### src/rtl/pal_bus_pkg.sv
// Package: pal_bus_pkg
// Shared definitions for the palette CPU-port bus: palette address/data
// widths (also used by the DAR wrapper and the CPU-port mux) and the state
// encoding of the palette bus master FSM.
package pal_bus_pkg;

  localparam int PAL_ADDR_W = 14;
  localparam int PAL_DATA_W = 16;

  // Fixed encodings keep the state register readable in legacy debug dumps.
  typedef enum logic [2:0] {
    PBM_IDLE    = 3'd0,
    PBM_REQ     = 3'd1,
    PBM_SETUP   = 3'd2,
    PBM_STROBE  = 3'd3,
    PBM_RELEASE = 3'd4,
    PBM_OUTPUT  = 3'd5,
    PBM_FINISH  = 3'd6
  } pbm_state_t;

endpackage

### src/rtl/palette_bus_master.sv
// Module: palette_bus_master
// Bus initiator for the TC0260DAR palette CPU port. Streams palette words
// into the palette (write mode) or out of it (read mode) using 68k-style
// cycles (CS, RWn, UDSn/LDSn, DTACKn) on a bus shared with the CPU.
//
// Ports:
//   clk, rst_n            clock, asynchronous active-low reset
//   start/dir/base_addr/count  transfer command, sampled when idle
//   busy, done, timeout_err    transfer status (timeout_err is sticky)
//   in_data/in_valid/in_ready  write-mode word stream (valid/ready)
//   out_data/out_valid/out_ready  read-mode word stream (valid/ready)
//   bus_req/bus_gnt       palette bus arbitration
//   bus_cs, bus_addr, bus_wdata, bus_rdata, bus_rwn,
//   bus_udsn, bus_ldsn, bus_dtackn   DAR CPU-port cycle signals
module palette_bus_master
  import pal_bus_pkg::*;
#(
  parameter int ADDR_W        = PAL_ADDR_W,
  parameter int DATA_W        = PAL_DATA_W,
  parameter int STROBE_MIN    = 2,
  parameter int DTACK_TIMEOUT = 255
) (
  input  logic              clk,
  input  logic              rst_n,
  input  logic              start,
  input  logic              dir,
  input  logic [ADDR_W-1:0] base_addr,
  input  logic [ADDR_W:0]   count,
  output logic              busy,
  output logic              done,
  output logic              timeout_err,
  input  logic [DATA_W-1:0] in_data,
  input  logic              in_valid,
  output logic              in_ready,
  output logic [DATA_W-1:0] out_data,
  output logic              out_valid,
  input  logic              out_ready,
  output logic              bus_req,
  input  logic              bus_gnt,
  output logic              bus_cs,
  output logic [ADDR_W-1:0] bus_addr,
  output logic [DATA_W-1:0] bus_wdata,
  input  logic [DATA_W-1:0] bus_rdata,
  output logic              bus_rwn,
  output logic              bus_udsn,
  output logic              bus_ldsn,
  input  logic              bus_dtackn
);

  // One counter width covers both the strobe-length and the timeout counts.
  localparam int CNT_MAX = (STROBE_MIN > DTACK_TIMEOUT) ? STROBE_MIN : DTACK_TIMEOUT;
  localparam int CNT_W   = $clog2(CNT_MAX + 1);

  localparam logic [CNT_W-1:0]  CNT_ONE   = {{(CNT_W-1){1'b0}}, 1'b1};
  localparam logic [CNT_W-1:0]  CNT_ZERO  = {CNT_W{1'b0}};
  localparam logic [CNT_W-1:0]  STB_MIN_C = CNT_W'(STROBE_MIN);
  localparam logic [CNT_W-1:0]  TO_LAST_C = CNT_W'(DTACK_TIMEOUT - 1);
  localparam logic [ADDR_W-1:0] ADDR_ONE  = {{(ADDR_W-1){1'b0}}, 1'b1};
  localparam logic [ADDR_W:0]   WCNT_ONE  = {{ADDR_W{1'b0}}, 1'b1};
  localparam logic [ADDR_W:0]   WCNT_ZERO = {(ADDR_W+1){1'b0}};

  pbm_state_t        state_q, state_d;
  logic              dir_q, dir_d;
  logic [ADDR_W-1:0] addr_q, addr_d;
  logic [ADDR_W:0]   wcnt_q, wcnt_d;
  logic [DATA_W-1:0] wdata_q, wdata_d;
  logic [DATA_W-1:0] rdata_q, rdata_d;
  logic [CNT_W-1:0]  stb_q, stb_d;   // strobe cycles so far, saturates at STROBE_MIN
  logic [CNT_W-1:0]  to_q, to_d;     // consecutive strobe cycles with DTACKn high
  logic              terr_q, terr_d;

  // Next-state and datapath update logic for the bus master FSM.
  always_comb begin
    state_d = state_q;
    dir_d   = dir_q;
    addr_d  = addr_q;
    wcnt_d  = wcnt_q;
    wdata_d = wdata_q;
    rdata_d = rdata_q;
    stb_d   = stb_q;
    to_d    = to_q;
    terr_d  = terr_q;

    case (state_q)
      PBM_IDLE: begin
        if (start) begin
          dir_d  = dir;
          addr_d = base_addr;
          wcnt_d = count;
          terr_d = 1'b0;
          if (count == WCNT_ZERO) begin
            state_d = PBM_FINISH;
          end else begin
            state_d = PBM_REQ;
          end
        end else begin
          state_d = PBM_IDLE;
        end
      end

      PBM_REQ: begin
        if (bus_gnt) begin
          state_d = PBM_SETUP;
        end else begin
          state_d = PBM_REQ;
        end
      end

      PBM_SETUP: begin
        // First STROBE cycle is counted as 1.
        stb_d = CNT_ONE;
        to_d  = CNT_ZERO;
        if (dir_q) begin
          state_d = PBM_STROBE;
        end else if (in_valid) begin
          wdata_d = in_data;
          state_d = PBM_STROBE;
        end else begin
          state_d = PBM_SETUP;
        end
      end

      PBM_STROBE: begin
        if (stb_q < STB_MIN_C) begin
          stb_d = stb_q + CNT_ONE;
        end else begin
          stb_d = stb_q;
        end
        if (!bus_dtackn) begin
          to_d = CNT_ZERO;
          if (stb_q >= STB_MIN_C) begin
            state_d = PBM_RELEASE;
            if (dir_q) begin
              rdata_d = bus_rdata;
            end else begin
              rdata_d = rdata_q;
            end
          end else begin
            state_d = PBM_STROBE;
          end
        end else if (to_q == TO_LAST_C) begin
          // Abort: finish this cycle cleanly, then no further words.
          terr_d  = 1'b1;
          state_d = PBM_RELEASE;
        end else begin
          to_d    = to_q + CNT_ONE;
          state_d = PBM_STROBE;
        end
      end

      PBM_RELEASE: begin
        addr_d = addr_q + ADDR_ONE;
        wcnt_d = wcnt_q - WCNT_ONE;
        if (terr_q) begin
          state_d = PBM_FINISH;
        end else if (dir_q) begin
          state_d = PBM_OUTPUT;
        end else if (wcnt_q == WCNT_ONE) begin
          state_d = PBM_FINISH;
        end else if (bus_gnt) begin
          state_d = PBM_SETUP;
        end else begin
          state_d = PBM_REQ;
        end
      end

      PBM_OUTPUT: begin
        // Word count was already decremented in RELEASE.
        if (!out_ready) begin
          state_d = PBM_OUTPUT;
        end else if (wcnt_q == WCNT_ZERO) begin
          state_d = PBM_FINISH;
        end else if (bus_gnt) begin
          state_d = PBM_SETUP;
        end else begin
          state_d = PBM_REQ;
        end
      end

      PBM_FINISH: begin
        state_d = PBM_IDLE;
      end

      default: begin
        state_d = PBM_IDLE;
      end
    endcase
  end

  // State and datapath registers.
  always_ff @(posedge clk or negedge rst_n) begin
    if (!rst_n) begin
      state_q <= PBM_IDLE;
      dir_q   <= 1'b0;
      addr_q  <= {ADDR_W{1'b0}};
      wcnt_q  <= WCNT_ZERO;
      wdata_q <= {DATA_W{1'b0}};
      rdata_q <= {DATA_W{1'b0}};
      stb_q   <= CNT_ZERO;
      to_q    <= CNT_ZERO;
      terr_q  <= 1'b0;
    end else begin
      state_q <= state_d;
      dir_q   <= dir_d;
      addr_q  <= addr_d;
      wcnt_q  <= wcnt_d;
      wdata_q <= wdata_d;
      rdata_q <= rdata_d;
      stb_q   <= stb_d;
      to_q    <= to_d;
      terr_q  <= terr_d;
    end
  end

  // Bus and status outputs decode straight from registered state.
  assign bus_req     = (state_q != PBM_IDLE) && (state_q != PBM_FINISH);
  assign bus_cs      = (state_q == PBM_SETUP) || (state_q == PBM_STROBE);
  assign bus_rwn     = bus_cs ? dir_q : 1'b1;
  assign bus_udsn    = (state_q != PBM_STROBE);
  assign bus_ldsn    = (state_q != PBM_STROBE);
  assign bus_addr    = addr_q;
  assign bus_wdata   = wdata_q;
  assign busy        = (state_q != PBM_IDLE);
  assign done        = (state_q == PBM_FINISH);
  assign timeout_err = terr_q;
  // Ready is only raised in the accepting cycle, so it is a one-cycle pulse.
  assign in_ready    = (state_q == PBM_SETUP) && !dir_q && in_valid;
  assign out_valid   = (state_q == PBM_OUTPUT);
  assign out_data    = rdata_q;

endmodule
### config.mk
export PLATFORM = sky130hd
export DESIGN_NAME = palette_bus_master
export DESIGN_NICKNAME = d
export VERILOG_FILES = /design/src/rtl/pal_bus_pkg.sv /design/src/rtl/palette_bus_master.sv
export SDC_FILE = /design/constraint.sdc
export NUM_CORES = 1
export LEC_CHECK = 0
export CORE_MARGIN = 2
export CORE_UTILIZATION = 51
export DETAILED_ROUTE_END_ITERATION = 8
export PLACE_DENSITY = 0.84
export SYNTH_ARGS = -nofsm -noshare
export SYNTH_HDL_FRONTEND = slang
export SYNTH_SLANG_ARGS = --single-unit
### constraint.sdc
create_clock -name clk -period 4.4 [get_ports clk]
set_clock_uncertainty 0.05 [all_clocks]
set_input_delay 0.88 -clock clk [delete_from_list [all_inputs] [get_ports clk]]
set_output_delay 0.88 -clock clk [all_outputs]
set_load 0.02 [all_outputs]
==> impl_metrics.ini, run 1 <==
[yosys]
syn_nets = 466
synth_seq_cells = 82
synth_area_um2 = 4040
synth_cells = 390
synth_edf_count = 0
yosys.cell_types.count = 54
synth_area_leaders = dfrtp_1, mux2_2, nand2_1
ys.flop_type = dfrtp_1
seq_area_frac_synth = 0.507
syn_avg_cell_area_um2 = 10.4
synth_top_area_share = 0.507
yosys_warnings = 0
ys_async_sr_fraction = 1.00
synth_largest_area_cell = dfrtp_1

[critical_path]
crit_fanout = 17
startpoint_type = register
cp.arrival_ns = 2.63
critPathKind = reg -> out
endpoint_kind = primary output
r2r_cells = 5
rr_startpoint = state_q[0]
r2r_end = bus_addr[8]
r2r_setup_slack_ns = 1.83
required_ns = 3.47

[power]
switching_share = 0.413
pwr-share-clk = 0.145
sequentialPowerShare = 0.375
p_sw_mw = 1.49
ir_worst_vdd_v = 0.000439
power_frac_comb = 0.481
p_int_mw = 2.11
leakagePower_nw = 2.29
p_total_mw = 3.60
p_per_area_nw_per_um2 = 650

[die]
die_area_um2 = 8660
core_area_um2 = 7690
num_rows = 32
fp.dieH_um = 93.0
die_w_um = 93.0
initial_core_util = 0.526
ioPinCount = 125

[cts]
ctsResizeCount = 0
cts_tree = done
cts_post_setup_buffers_inserted = 0
cts_made_buffers = 9
cts.sinks = 82
cts_root_buffer = clkbuf_8
insertion_delay_ns = 0.35
cts_max_path_buffers = 2
htree_levels = 3
cts_hold_buf = 0
clkTransAtPathRegs_ns = 0.09

[timing]
setup_viol = 0
fin_crit_ns = 3.56
setup_ws_ns = 0.839
finalHoldViolCount = 0
hold_ws_ns = 0.441
finalSetupTns_ns = 0
finalCritPeriodShare = 0.809
maxSlewViolCount = 0
grt_setup_unrepaired = no
tightest_slew_ns = 1.00
fmax_mhz = 281
relSlewSlack = 0.330

[placed_design]
postPlaceCellArea_um2 = 5350
port_buffers = 124
dp_cells = 603
place_hpwl_um = 7370
gp_congestion = 0.831
place_worst_setup_slack_ns = 1.14

[min_path]
hp-class = reg -> reg
hold_path.startpoint = to_q[7]
min_to = to_q[7]
hold_depth = 1

[finish]
layout_commonest_cell = clkdlybuf4s50_1
final.fill_count = 570
syn2layout_area_growth_pct = 36.9
instances_no_fill = 619
fin_nets = 588
fin_util = 0.720
mostFrequentLayoutCells = clkdlybuf4s50_1, dfrtp_1, nand2_1
antenna_cells = 0
stdcell_area_um2 = 5540
drive_above_1_share = 0.122

[outcome]
outcome = complete, no violations

[detailed_routing]
drt_first_iter_violations = 165
wire_per_inst_um = 16.4
drt_pass1_iterations = 5
ant_nets = 0
avgViaCountPerCell = 5.75
num_vias = 3558
route.detailed.drc = 0
drt_wl_total_um = 10200

[global_route]
grt_first_pass_wirelength_um = 16300
grt_max_degree = 83
grt_pass1_vias = 3488
grt_use_total = 0.237
grt_overflow = 0
antenna_found_initial = 0

[run]
drv_cap = 0
[cells in the mapped netlist, types with 5 or more instances]
library cell / instances
a211oi_1: 8
a21oi_1: 14
a311oi_1: 5
buf_2: 5
clkbuf_1: 7
dfrtp_1: 82
ha_1: 7
inv_1: 11
mux2_2: 33
nand2_1: 38
nand3_1: 13
nand4_1: 11
nor2_1: 37
nor2b_1: 5
nor3_1: 14
nor4_1: 7
o211ai_1: 8
o21ai_0: 19
o311ai_0: 8
[registers in the layout (all words and copies together) (netlist names)]
signal / count
bus_addr: 14
bus_wdata: 16
dir_q: 1
out_data: 16
state_q: 3
stb_q: 8
timeout_err: 1
to_q: 8
wcnt_q: 15
[layer usage]
layer  GRT usage  part of all wire
met5           0                 0
met2       0.396              0.50
met3      0.0459             0.062
met1       0.316              0.43
met4      0.0711             0.010
[area by class of cell]
cell class | count | area (um2) | share of cell area
flip-flops and latches | 82 | 2050 | 0.371
multi-input cells | 279 | 1860 | 0.336
repair buffers | 128 | 1270 | 0.229
well taps | 102 | 128 | 0.0231
clock buffers | 9 | 124 | 0.0224
clock inverters | 7 | 60.1 | 0.0108
inverters | 12 | 45.0 | 0.00814
[power groups by stage]
stage / Combinational (mW) / Clock, mW / Sequential, mW
floorplan: 0.794 / 0 / 1.54
global placement: 1.69 / 0 / 1.33
detailed placement: 1.73 / 0 / 1.35
CTS: 1.74 / 0.529 / 1.34
global route: 1.86 / 0.567 / 1.39
finish: 1.73 / 0.520 / 1.35
[kinds of logic (layout without fill, tap and decap cells)]
kind of cell | after synthesis | in the layout | share of synthesized area
AOI/OAI and AO/OA | 87 | 87 | 0.147
xor gates and xnor gates | 1 | 1 | 0.00217
adders and majority gates | 7 | 7 | 0.0217
buffers and inverters | 29 | 156 | 0.0331
DFF | 82 | 82 | 0.507
muxes | 33 | 33 | 0.0919
and+or+nand+nor | 151 | 151 | 0.197
[worst max path at each step]
| stage | end | startpoint | cells after the start | slack (ns) |
|---|---|---|---|---|
| after global placement | in_ready | in_valid | 5 | 1.15 |
| final | in_ready | state_q[0] | 6 | 0.84 |
| after detailed placement | in_ready | in_valid | 5 | 1.14 |
| after CTS | in_ready | state_q[0] | 6 | 0.83 |
| after global routing | in_ready | state_q[0] | 6 | 0.66 |
| after floorplan | in_ready | state_q[1] | 6 | 1.93 |
[worst max-delay path, stage by stage (launching register included)]
cell and delay [ns]:
dfrtp_1 0.51, nor2b_1 0.26, nor2b_1 0.48, nand3b_1 0.14
buf_4 0.23, inv_1 0.07, clkdlybuf4s50_1 0.59
No activity file was read; power rests on OpenSTA's default activity.
==> inputs of run 2 (changes only) <==
--- a/config.mk
+++ b/config.mk
@@ -6,9 +6,9 @@
 export NUM_CORES = 1
 export LEC_CHECK = 0
 export CORE_MARGIN = 2
-export CORE_UTILIZATION = 51
+export CORE_UTILIZATION = 42
 export DETAILED_ROUTE_END_ITERATION = 8
-export PLACE_DENSITY = 0.84
+export PLACE_DENSITY = 0.74
 export SYNTH_ARGS = -nofsm -noshare
 export SYNTH_HDL_FRONTEND = slang
 export SYNTH_SLANG_ARGS = --single-unit
==> constraint.sdc (replaced) <==
create_clock -name clk -period 3.1 [get_ports clk]
set_clock_uncertainty 0.05 [all_clocks]
set_input_delay 0.62 -clock clk [delete_from_list [all_inputs] [get_ports clk]]
set_output_delay 0.62 -clock clk [all_outputs]
set_load 0.02 [all_outputs]
==> impl_metrics.ini, run 2 (synthesized netlist as in run 1, its figures left out) <==
[outcome]
outcome = complete, no violations

[cts]
cts.sinks = 82
cts_hold_buf = 0
cts_tree = done
ctsResizeCount = 0
cts_made_buffers = 9
htree_levels = 3
clkTransAtPathRegs_ns = 0.09
cts_post_setup_buffers_inserted = 0
cts_max_path_buffers = 2
insertion_delay_ns = 0.35
cts_root_buffer = clkbuf_8

[detailed_routing]
route.detailed.drc = 0
avgViaCountPerCell = 5.57
drt_pass1_iterations = 4
ant_nets = 0
drt_first_iter_violations = 153
drt_wl_total_um = 10300
num_vias = 3613
wire_per_inst_um = 15.9

[power]
p_total_mw = 5.10
ir_worst_vdd_v = 0.000415
leakagePower_nw = 2.30
p_per_area_nw_per_um2 = 913

[critical_path]
slowest_delay_ns = 0.60
cp.arrival_ns = 2.21
startpoint_type = register
endpoint_kind = primary output
crit_path_top_delay_cell = clkdlybuf4s50_1
crit_fanout = 12
crit_top_cell = nor2b_1
required_ns = 2.43
cpLargestDelayFamily = buffers and inverters
cp_cell_sequence = nor2b_1 > nor2b_1 > nand3b_1 > inv_1 > clkdlybuf4s50_1
path_buf_inv = 2
critPathKind = reg -> out

[global_route]
grt_first_pass_wirelength_um = 16700
grt_overflow = 0
antenna_found_initial = 0
grt_max_degree = 83
grt_use_total = 0.204
grt_pass1_vias = 3513

[die]
initial_core_util = 0.436
core_area_um2 = 9280
ioPinCount = 125
die_area_um2 = 10400
fp.dieH_um = 102
die_w_um = 102
num_rows = 35

[timing]
fin_crit_ns = 2.88
finalCritPeriodShare = 0.928
tightest_slew_ns = 1.05
maxSlewViolCount = 0
grt_setup_unrepaired = no
finalHoldViolCount = 0
setup_viol = 0
finalSetupTns_ns = 0
fmax_mhz = 347
relSlewSlack = 0.298

[finish]
antenna_cells = 0
drive_above_1_share = 0.125
layout_commonest_cell = clkdlybuf4s50_1
syn2layout_area_growth_pct = 38.1
fin_nets = 591
fin_util = 0.602
mostFrequentLayoutCells = clkdlybuf4s50_1, dfrtp_1, nand2_1
instances_no_fill = 649

[placed_design]
dp_cells = 633
port_buffers = 124
place_hpwl_um = 7530
gp_congestion = 0.883

[min_path]
hp-class = in -> async

[run]
drv_cap = 0
run 2: cell types whose count changed in the layout (fill, tap and decap cells not counted):
| cell | change |
|---|---|
| clkbuf_1 | +1 |
| buf_4 | +3 |
| clkinv_4 | +2 |
| inv_8 | -2 |
| clkinv_2 | -1 |
run 2: worst register-to-register path, cell delays in order (launching register included):
cell and delay (ns):
dfrtp_1 0.52, nor3_1 0.48, and2_1 0.56, buf_4 0.26, a211oi_1 0.06, a311oi_1 0.26
run 2: path summary, 6_finish.rpt:
check / slack, ns / cells after the start / startpoint / to
min: 0.39 / 1 / rst_n / bus_wdata[8]
min in group clk: 0.46 / 1 / to_q[7] / to_q[7]
max in group asynchronous: 1.92 / 1 / rst_n / bus_addr[7]
max reg2reg: 0.81 / 5 / state_q[0] / bus_addr[7]
max: 0.22 / 5 / state_q[0] / in_ready
min reg2reg: 0.46 / 1 / to_q[7] / to_q[7]
run 2: final cells by class:
class / count / area, um2
fillers: 833 / 3700
flip-flops and latches: 82 / 2050
multi-input cells: 279 / 1860
repair buffers: 131 / 1290
well taps: 129 / 161
clock buffers: 10 / 128
clock inverters: 6 / 50.0
inverters: 12 / 45.0
run 2: report_power, final:
part	internal (mW)	switching (mW)
Clock	0.300	0.415
Sequential	1.51	0.406
Combinational	1.20	1.27
run 2: layer usage:
layer	global-route usage	routed length [um]	up-vias
met5	0	0	-
met4	0.0800	190	0
met3	0.0328	436	18
met2	0.337	5230	107
met1	0.269	4480	1774
li1	-	-	1714
run 2: stage by stage:
| stage | worst slack [ns] | area, um2 | hold slack (ns) |
|---|---|---|---|
| after floorplan | 0.877 | 4040 | 0.274 |
| final | 0.222 | 5590 | 0.387 |
| after CTS | 0.196 | 5590 | 0.419 |
| after global placement | 0.432 | 5410 | 0.406 |
| after global routing | 0.0711 | 5590 | 0.458 |
| after detailed placement | 0.460 | 5410 | 0.426 |
==> inputs of run 3 (changes only) <==
--- a/config.mk
+++ b/config.mk
@@ -8,7 +8,7 @@
 export CORE_MARGIN = 2
 export CORE_UTILIZATION = 42
 export DETAILED_ROUTE_END_ITERATION = 8
-export PLACE_DENSITY = 0.74
+export PLACE_DENSITY = 0.8
 export SYNTH_ARGS = -nofsm -noshare
 export SYNTH_HDL_FRONTEND = slang
 export SYNTH_SLANG_ARGS = --single-unit
==> impl_metrics.ini, run 3 (synthesized netlist as in run 1, its figures left out) <==
[power]
p_sw_mw = 2.09
switching_share = 0.395
power_frac_comb = 0.474
sequentialPowerShare = 0.359
p_total_mw = 5.29
p_per_area_nw_per_um2 = 937
p_int_mw = 3.20
leakagePower_nw = 2.34
ir_worst_vdd_v = 0.000334
pwr-share-clk = 0.167

[cts]
cts_made_buffers = 9
clkTransAtPathRegs_ns = 0.09
cts.sinks = 82
htree_levels = 3
cts_tree = done
cts_root_buffer = clkbuf_8
insertion_delay_ns = 0.36
cts_hold_buf = 0
cts_post_setup_buffers_inserted = 0
ctsResizeCount = 0
cts_max_path_buffers = 2

[placed_design]
place_hpwl_um = 7590
postPlaceCellArea_um2 = 5420
gp_congestion = 0.874
dp_cells = 635
port_buffers = 124
place_worst_setup_slack_ns = 0.463

[timing]
finalCritPeriodShare = 0.923
fmax_mhz = 349
finalHoldViolCount = 0
grt_setup_unrepaired = no
setup_viol = 0
maxSlewViolCount = 0
finalSetupTns_ns = 0
setup_ws_ns = 0.238
fin_crit_ns = 2.86
hold_ws_ns = 0.361
relSlewSlack = 0.325
tightest_slew_ns = 1.01

[die]
core_area_um2 = 9280
num_rows = 35
die_area_um2 = 10400
die_w_um = 102
initial_core_util = 0.436
fp.dieH_um = 102
ioPinCount = 125

[critical_path]
rr_startpoint = state_q[0]
cp.arrival_ns = 2.19
r2r_end = bus_addr[7]
critPathKind = reg -> out
startpoint_type = register
crit_fanout = 8
r2r_setup_slack_ns = 0.70
r2r_cells = 6
required_ns = 2.43
endpoint_kind = primary output

[finish]
mostFrequentLayoutCells = clkdlybuf4s50_1, dfrtp_1, nand2_1
seqCellArea_um2 = 2050
layout_commonest_cell = clkdlybuf4s50_1
stdcell_area_um2 = 5650
antenna_cells = 0
multiInputGateArea_um2 = 1860
instances_no_fill = 651
drive_above_1_share = 0.130
fin_nets = 593
final.fill_count = 821
syn2layout_area_growth_pct = 39.7
fin_util = 0.608

[min_path]
hp-class = in -> async

[detailed_routing]
ant_nets = 0
drt_first_iter_violations = 218
num_vias = 3633
drt_wl_total_um = 10400
route.detailed.drc = 0
drt_pass1_iterations = 5
wire_per_inst_um = 16.0
avgViaCountPerCell = 5.58

[global_route]
grt_use_total = 0.204
antenna_found_initial = 0
grt_max_degree = 83
grt_pass1_vias = 3471
grt_first_pass_wirelength_um = 16600
grt_overflow = 0

[run]
drv_cap = 0

[outcome]
outcome = complete, no violations
run 3: changes by cell type in the layout (fill, tap and decap cells not counted), sizes merged:
cell      delta
buf          +2
bufinv       +2
clkinv       +1
clkinvlp     -2
inv          -1
run 3: cell type report:
| type | instances | area share |
|---|---|---|
| clock inverter | 6 | 0.0155 |
| clock buffer | 10 | 0.0244 |
| tap | 129 | 0.0286 |
| sequential | 82 | 0.363 |
| timing repair buffer | 133 | 0.231 |
| inverter | 12 | 0.00798 |
| multi-input combinational | 279 | 0.329 |
run 3: routing by layer:
layer	vias up	global-route usage	share of wire
met2	136	0.335	0.50
met1	1771	0.267	0.42
li1	1710	-	-
met5	-	0	0
met3	16	0.0534	0.062
met4	0	0.0615	0.016
run 3: power groups by stage:
stage / sequential [mW] / clock (mW) / combinational [mW]
after floorplan: 2.18 / 0 / 1.13
after global placement: 1.87 / 0 / 2.45
after detailed placement: 1.91 / 0 / 2.52
after CTS: 1.89 / 0.896 / 2.53
after global routing: 1.97 / 0.944 / 2.72
final: 1.90 / 0.885 / 2.51
run 3: how the worst max path moves through the flow:
| stage | endpoint | slack, ns | start | cells after the start |
|---|---|---|---|---|
| after floorplan | out_data[0] | 0.88 | state_q[2] | 9 |
| after global placement | in_ready | 0.44 | in_valid | 4 |
| after detailed placement | in_ready | 0.46 | in_valid | 4 |
| after CTS | in_ready | 0.19 | state_q[1] | 6 |
| after global routing | in_ready | 0.08 | state_q[1] | 6 |
| final | in_ready | 0.24 | state_q[1] | 6 |
run 3: worst max-delay path, stage by stage, from the launching register on:
cell	delay [ns]
dfrtp_1	0.43
nor2b_1	0.25
nor2b_1	0.16
buf_4	0.15
nand3b_1	0.15
inv_1	0.09
clkdlybuf4s50_1	0.60
